===== src/rtl/job_sched_pkg.sv =====
// rtl/job_sched_pkg.sv - state encoding and width helpers shared by job_scheduler
package job_sched_pkg;

  localparam int STATE_W = 3;

  typedef enum logic [STATE_W-1:0] {
    S_IDLE   = 3'd0,
    S_LAUNCH = 3'd1,
    S_WAIT   = 3'd2,
    S_CLEAR  = 3'd3,
    S_RESP   = 3'd4
  } state_t;

  // Width of a counter holding values 0..n-1, never narrower than one bit.
  function automatic int idx_w(input int n);
    return (n > 2) ? $clog2(n) : 1;
  endfunction

endpackage


===== src/rtl/job_sched_rr_arbiter.sv =====
// rtl/job_sched_rr_arbiter.sv - combinational round-robin pick starting at ptr
module rr_arbiter
  import job_sched_pkg::*;
#(
  parameter int NUM_REQ = 4,
  parameter int ID_W    = 2
) (
  input  logic [NUM_REQ-1:0] req,
  input  logic [ID_W-1:0]    ptr,
  output logic [ID_W-1:0]    winner,
  output logic               any_req
);

  logic [ID_W:0]   sum;
  logic [ID_W-1:0] idx;
  logic            found;

  always_comb begin
    winner  = '0;
    any_req = |req;
    found   = 1'b0;
    sum     = '0;
    idx     = '0;
    for (int i = 0; i < NUM_REQ; i++) begin
      // ptr < NUM_REQ and i < NUM_REQ, so one subtraction wraps the index
      sum = {1'b0, ptr} + (ID_W+1)'(i);
      if (sum >= (ID_W+1)'(NUM_REQ)) sum = sum - (ID_W+1)'(NUM_REQ);
      idx = sum[ID_W-1:0];
      if (!found && req[idx]) begin
        winner = idx;
        found  = 1'b1;
      end
    end
  end

endmodule


===== src/rtl/job_scheduler.sv =====
// rtl/job_scheduler.sv - round-robin job launcher with retry; JOB_SCHED_TIMEOUT_EN adds a WAIT watchdog
module job_scheduler
  import job_sched_pkg::*;
#(
  parameter int NUM_REQ        = 4,
  parameter int MAX_RETRY      = 2,
  parameter int TIMEOUT_CYCLES = 1024
) (
  input  logic                       clk,
  input  logic                       reset,
  input  logic [NUM_REQ-1:0]         req,
  output logic [NUM_REQ-1:0]         grant,
  output logic                       eng_start,
  output logic                       eng_clear,
  input  logic                       eng_done,
  input  logic                       eng_error,
  output logic                       rsp_valid,
  output logic [$clog2(NUM_REQ)-1:0] rsp_id,
  output logic                       rsp_fault,
  output logic                       rsp_timeout,
  output logic                       busy
);

  localparam int ID_W    = $clog2(NUM_REQ);
  localparam int RETRY_W = idx_w(MAX_RETRY + 1);

  state_t              state, state_nx;
  logic [ID_W-1:0]     ptr, owner, winner;
  logic [RETRY_W-1:0]  retry;
  logic                any_req, fault_q, timeout_hit, err_evt, retry_left;

  rr_arbiter #(.NUM_REQ(NUM_REQ), .ID_W(ID_W)) u_arb (
    .req     (req),
    .ptr     (ptr),
    .winner  (winner),
    .any_req (any_req)
  );

`ifdef JOB_SCHED_TIMEOUT_EN
  localparam int TIMER_W = $clog2(TIMEOUT_CYCLES + 1);
  logic [TIMER_W-1:0] timer;
  logic               tmo_q;

  // Timer is zeroed in LAUNCH so it reads 0 on the first WAIT cycle of every attempt.
  always_ff @(posedge clk) begin
    if (reset) begin
      timer <= '0;
      tmo_q <= 1'b0;
    end else begin
      if (state == S_LAUNCH)    timer <= '0;
      else if (state == S_WAIT) timer <= timer + 1'b1;
      if (state == S_WAIT && state_nx == S_RESP) tmo_q <= timeout_hit && !eng_error;
    end
  end

  assign timeout_hit = (state == S_WAIT) && (timer == TIMER_W'(TIMEOUT_CYCLES - 1));
  assign rsp_timeout = (state == S_RESP) && tmo_q;
`else
  logic unused_timeout_cfg;
  assign unused_timeout_cfg = (TIMEOUT_CYCLES > 0);
  assign timeout_hit        = 1'b0;
  assign rsp_timeout        = 1'b0;
`endif

  assign err_evt    = eng_error || timeout_hit;
  assign retry_left = (retry < RETRY_W'(MAX_RETRY));

  always_ff @(posedge clk) begin
    if (reset) state <= S_IDLE;
    else       state <= state_nx;
  end

  always_comb begin
    state_nx = state;
    case (state)
      S_IDLE:   if (any_req) state_nx = S_LAUNCH;
      S_LAUNCH: state_nx = S_WAIT;
      S_WAIT: begin
        if (err_evt)       state_nx = retry_left ? S_CLEAR : S_RESP;
        else if (eng_done) state_nx = S_RESP;
      end
      S_CLEAR:  state_nx = S_LAUNCH;
      S_RESP:   state_nx = S_IDLE;
      default:  state_nx = S_IDLE;
    endcase
  end

  always_ff @(posedge clk) begin
    if (reset) begin
      ptr     <= '0;
      owner   <= '0;
      retry   <= '0;
      fault_q <= 1'b0;
    end else begin
      case (state)
        S_IDLE: if (any_req) begin
          owner <= winner;
          retry <= '0;
        end
        S_WAIT:  if (state_nx == S_RESP) fault_q <= err_evt;
        S_CLEAR: retry <= retry + 1'b1;
        S_RESP:  ptr <= (owner == ID_W'(NUM_REQ - 1)) ? '0 : owner + 1'b1;
        default: ;
      endcase
    end
  end

  always_comb begin
    grant     = '0;
    eng_start = (state == S_LAUNCH);
    eng_clear = (state == S_CLEAR) || (state == S_RESP);
    rsp_valid = (state == S_RESP);
    rsp_id    = (state == S_RESP) ? owner : '0;
    rsp_fault = (state == S_RESP) && fault_q;
    busy      = (state != S_IDLE);
    if (state != S_IDLE) grant[owner] = 1'b1;
  end

endmodule

===== config.mk =====
export PLATFORM = sky130hd
export DESIGN_NAME = job_scheduler
export DESIGN_NICKNAME = d
export VERILOG_FILES = /design/src/rtl/job_sched_pkg.sv /design/src/rtl/job_sched_rr_arbiter.sv /design/src/rtl/job_scheduler.sv
export SDC_FILE = /design/constraint.sdc
export NUM_CORES = 1
export LEC_CHECK = 0
export BUFFER_PORTS_ARGS = -buffer_cell sky130_fd_sc_hd__buf_2
export CAP_MARGIN = 30
export CORE_UTILIZATION = 48
export DETAILED_ROUTE_END_ITERATION = 16
export PLACE_DENSITY = 0.85
export SLEW_MARGIN = 5
export SYNTH_ARGS = -nofsm -noshare
export SYNTH_HDL_FRONTEND = slang
export SYNTH_SLANG_ARGS = --single-unit

===== constraint.sdc =====
create_clock -name clk -period 1.7 [get_ports clk]
set_input_delay 0.085 -clock clk [delete_from_list [all_inputs] [get_ports clk]]
set_output_delay 0.085 -clock clk [all_outputs]
set_load 0.02 [all_outputs]

==> impl_metrics.env <==
export IMPL_cp_arrival_ns=1.43
export IMPL_finalMaxSlewViolations=0
export IMPL_placed_area_um2=737
export IMPL_finalSetupTns_ns=0
export IMPL_power_density_nw_per_um2=787
export IMPL_grt_max_degree=14
export IMPL_drv_cap=0
export IMPL_syn2layout_area_growth_pct=15.8
export IMPL_grt_pass1_wl_mm=1.95
export IMPL_start_util_pct=55.3
export IMPL_cts_tree="yes"
export IMPL_critical_path_slowest_cell="dfxtp_1"
export IMPL_path_buf_inv=2
export IMPL_filler_cell_count=113
export IMPL_reg2reg_slack_ns=0.33
export IMPL_grt_use_total_pct=19.5
export IMPL_synth_simple_area_share_pct=35.7
export IMPL_ys_flop_type="dfxtp_1"
export IMPL_end_kind="output port"
export IMPL_rsz0062_at_grt="no"
export IMPL_htree_num_levels=1
export IMPL_fmax_ghz=0.658
export IMPL_cts_repair_resize_count=0
export IMPL_synth_cell_types=33
export IMPL_clkLatencyLatePin_ns=0.26
export IMPL_final_setup_viol_count=0
export IMPL_grt_pass1_vias=465
export IMPL_ys_seq_area_share_pct=30.5
export IMPL_multi_input_area_um2=414
export IMPL_drcViolationCount=0
export IMPL_avgRoutedWirePerCell_um=10.9
export IMPL_cp_start_kind="flip-flop"
export IMPL_die_w_um=39.0
export IMPL_min_path_type="in -> reg"
export IMPL_path_cells="nor3_2 -> inv_1 -> and2_1 -> buf_2"
export IMPL_finalHoldViolCount=0
export IMPL_fin_crit_ns=1.52
export IMPL_place_gp_congestion=0.766
export IMPL_first_pass_iters=2
export IMPL_synthArstFlopShare_pct=0
export IMPL_cts_sinks=10
export IMPL_syn_area_um2=656
export IMPL_synth_seq_cells=10
export IMPL_crit_family="simple AND/OR/NAND/NOR gates"
export IMPL_hold_slack_ns=0.0845
export IMPL_viasPerCell=5.19
export IMPL_dp_slack_ns=0.379
export IMPL_postRouteAntennaNets=0
export IMPL_grt_ovfl_total=0
export IMPL_synth_compound_area_share_pct=14.5
export IMPL_p_leak_uw=0.000363
export IMPL_dp_hpwl_um=977
export IMPL_clkTransAtPathRegs_ns=0.06
export IMPL_critPathMaxFanout=13
export IMPL_finalCritPeriodShare_pct=89.4
export IMPL_yosysWarnings=0
export IMPL_cts_made_buffers=3
export IMPL_fin_skew_ns=0.00280
export IMPL_drive_gt1_share_pct=29.0
export IMPL_clk_path_buf_depth=2
export IMPL_num_vias=592
export IMPL_layout_setup_ws_ns=0.181
export IMPL_drt_initial_drc_count=8
export IMPL_cts_hold_buf=0
export IMPL_syn_inst=84
export IMPL_worstSetupPathType="reg -> out"
export IMPL_synthMuxAreaShare_pct=4.77
export IMPL_syn_avg_cell_area_um2=7.81
export IMPL_io_pins=20
export IMPL_io_buffers=18
export IMPL_synth_top_family_by_area="simple AND/OR/NAND/NOR gates"
export IMPL_synthAdderAreaFrac_pct=7.63
export IMPL_diodes=0
export IMPL_dp_cells=111
export IMPL_rows=12
export IMPL_synth_edff_count=0
export IMPL_die_h_um=39.0
export IMPL_yosys_area_share_xor_xnor_pct=0
export IMPL_layout_cells_non_filler=114
export IMPL_core_area_um2=1190
export IMPL_syn_nets=96
export IMPL_layout_nets=114
export IMPL_cts_root_buf="clkbuf_4"
export IMPL_regArea_um2=200
export IMPL_antenna_found_initial=0
export IMPL_ir_worst_vdd_mv=0.592
export IMPL_slowest_delay_ns=0.43
export IMPL_wirelength_mm=1.25
export IMPL_cp_data_required_time_ns=1.62
export IMPL_status="completed"
export IMPL_fin_area_um2=759
export IMPL_dieArea_um2=1520
export IMPL_post_cts_buffers=0
==> cell type report <==
| class | count | area share, % |
|---|---|---|
| clock buffers | 3 | 2.97 |
| inverters | 4 | 1.98 |
| multi-input cells | 65 | 54.5 |
| flip-flops and latches | 10 | 26.4 |
| well taps | 14 | 2.31 |
| repair buffers | 18 | 11.9 |
==> stage by stage <==
| step | total power (uW) | utilization, % |
|---|---|---|
| 3_3_place_gp | 441 | 62.1 |
| 3_5_place_dp | 447 | 62.1 |
| 5_1_grt | 635 | 64.0 |
| 4_1_cts | 604 | 64.0 |
| 2_1_floorplan | 404 | - |
| 6_report | 598 | 64.0 |
==> synth_stat cells (all sizes together) (2+ instances only) <==
| cell | number | area share, % |
|---|---|---|
| nand2b | 2 | 1.9 |
| inv | 4 | 2.3 |
| dfxtp | 10 | 31 |
| ha | 4 | 7.6 |
| mux2i | 2 | 3.1 |
| buf | 5 | 4.0 |
| nand2 | 9 | 5.5 |
| nor2b | 3 | 2.9 |
| nor3 | 3 | 3.1 |
| a21oi | 7 | 6.5 |
| and3 | 3 | 2.9 |
| and2 | 4 | 3.8 |
| a211oi | 2 | 3.1 |
| o21ai | 3 | 2.3 |
| nor2 | 12 | 8.0 |
| nand3 | 2 | 1.5 |
==> registers in the layout, indices dropped and copies added (netlist names) <==
name	count
retry	2
ptr	2
state	3
owner	2
fault_q	1
==> worst register-to-register path: stages (launching register included) <==
cell,delay (ns)
dfxtp_1,0.58
nand2_1,0.24
or3_1,0.35
a21oi_1,0.13
==> cells by family (layout without fill, tap and decap cells) <==
logic type | after synthesis | in the layout
other cells | 1 | 1
simple gates | 43 | 43
flops | 10 | 10
compound gates | 14 | 14
buf+inv | 9 | 25
fa+ha+maj | 4 | 4
mux | 3 | 3
==> layer usage <==
| layer | track usage [%] | vias to the layer above | share of wire [%] |
|---|---|---|---|
| met2 | 30.0 | 16 | 46 |
| met5 | 0 | - | 0 |
| met1 | 22.1 | 256 | 48 |
| li1 | - | 315 | - |
| met4 | 12.9 | 0 | 2.4 |
| met3 | 7.51 | 5 | 4.3 |
==> final timing paths <==
check | from | end | cells after the start
setup reg to reg | state[2] | ptr[0] | 3
hold / removal | eng_error | fault_q | 3
hold reg to reg | ptr[0] | ptr[0] | 2
setup / recovery | state[2] | grant[2] | 4
==> power by group <==
group	internal (uW)	leakage (uW)	switching, uW
logic	67.1	0.000268	97.8
clock network	81.6	0.0000138	76.3
registers	248	0.0000814	26.7
total	397	0.000363	201
==> placed cells by master (no fill, tap or decap), types with 2 or more instances in the layout <==
cell / Yosys / layout
nor2_1: 11 / 11
and3_1: 3 / 3
inv_1: 4 / 4
buf_2: 3 / 18
nand3_1: 2 / 2
nand2_1: 8 / 8
o21ai_0: 2 / 2
clkbuf_4: 0 / 3
nand2b_1: 2 / 2
a21oi_2: 2 / 2
a21oi_1: 5 / 5
nor3_1: 2 / 2
mux2i_1: 2 / 2
ha_1: 4 / 4
dfxtp_1: 10 / 10
and2_1: 4 / 4
nor2b_1: 3 / 3
Power figures use the tool's default switching activity.
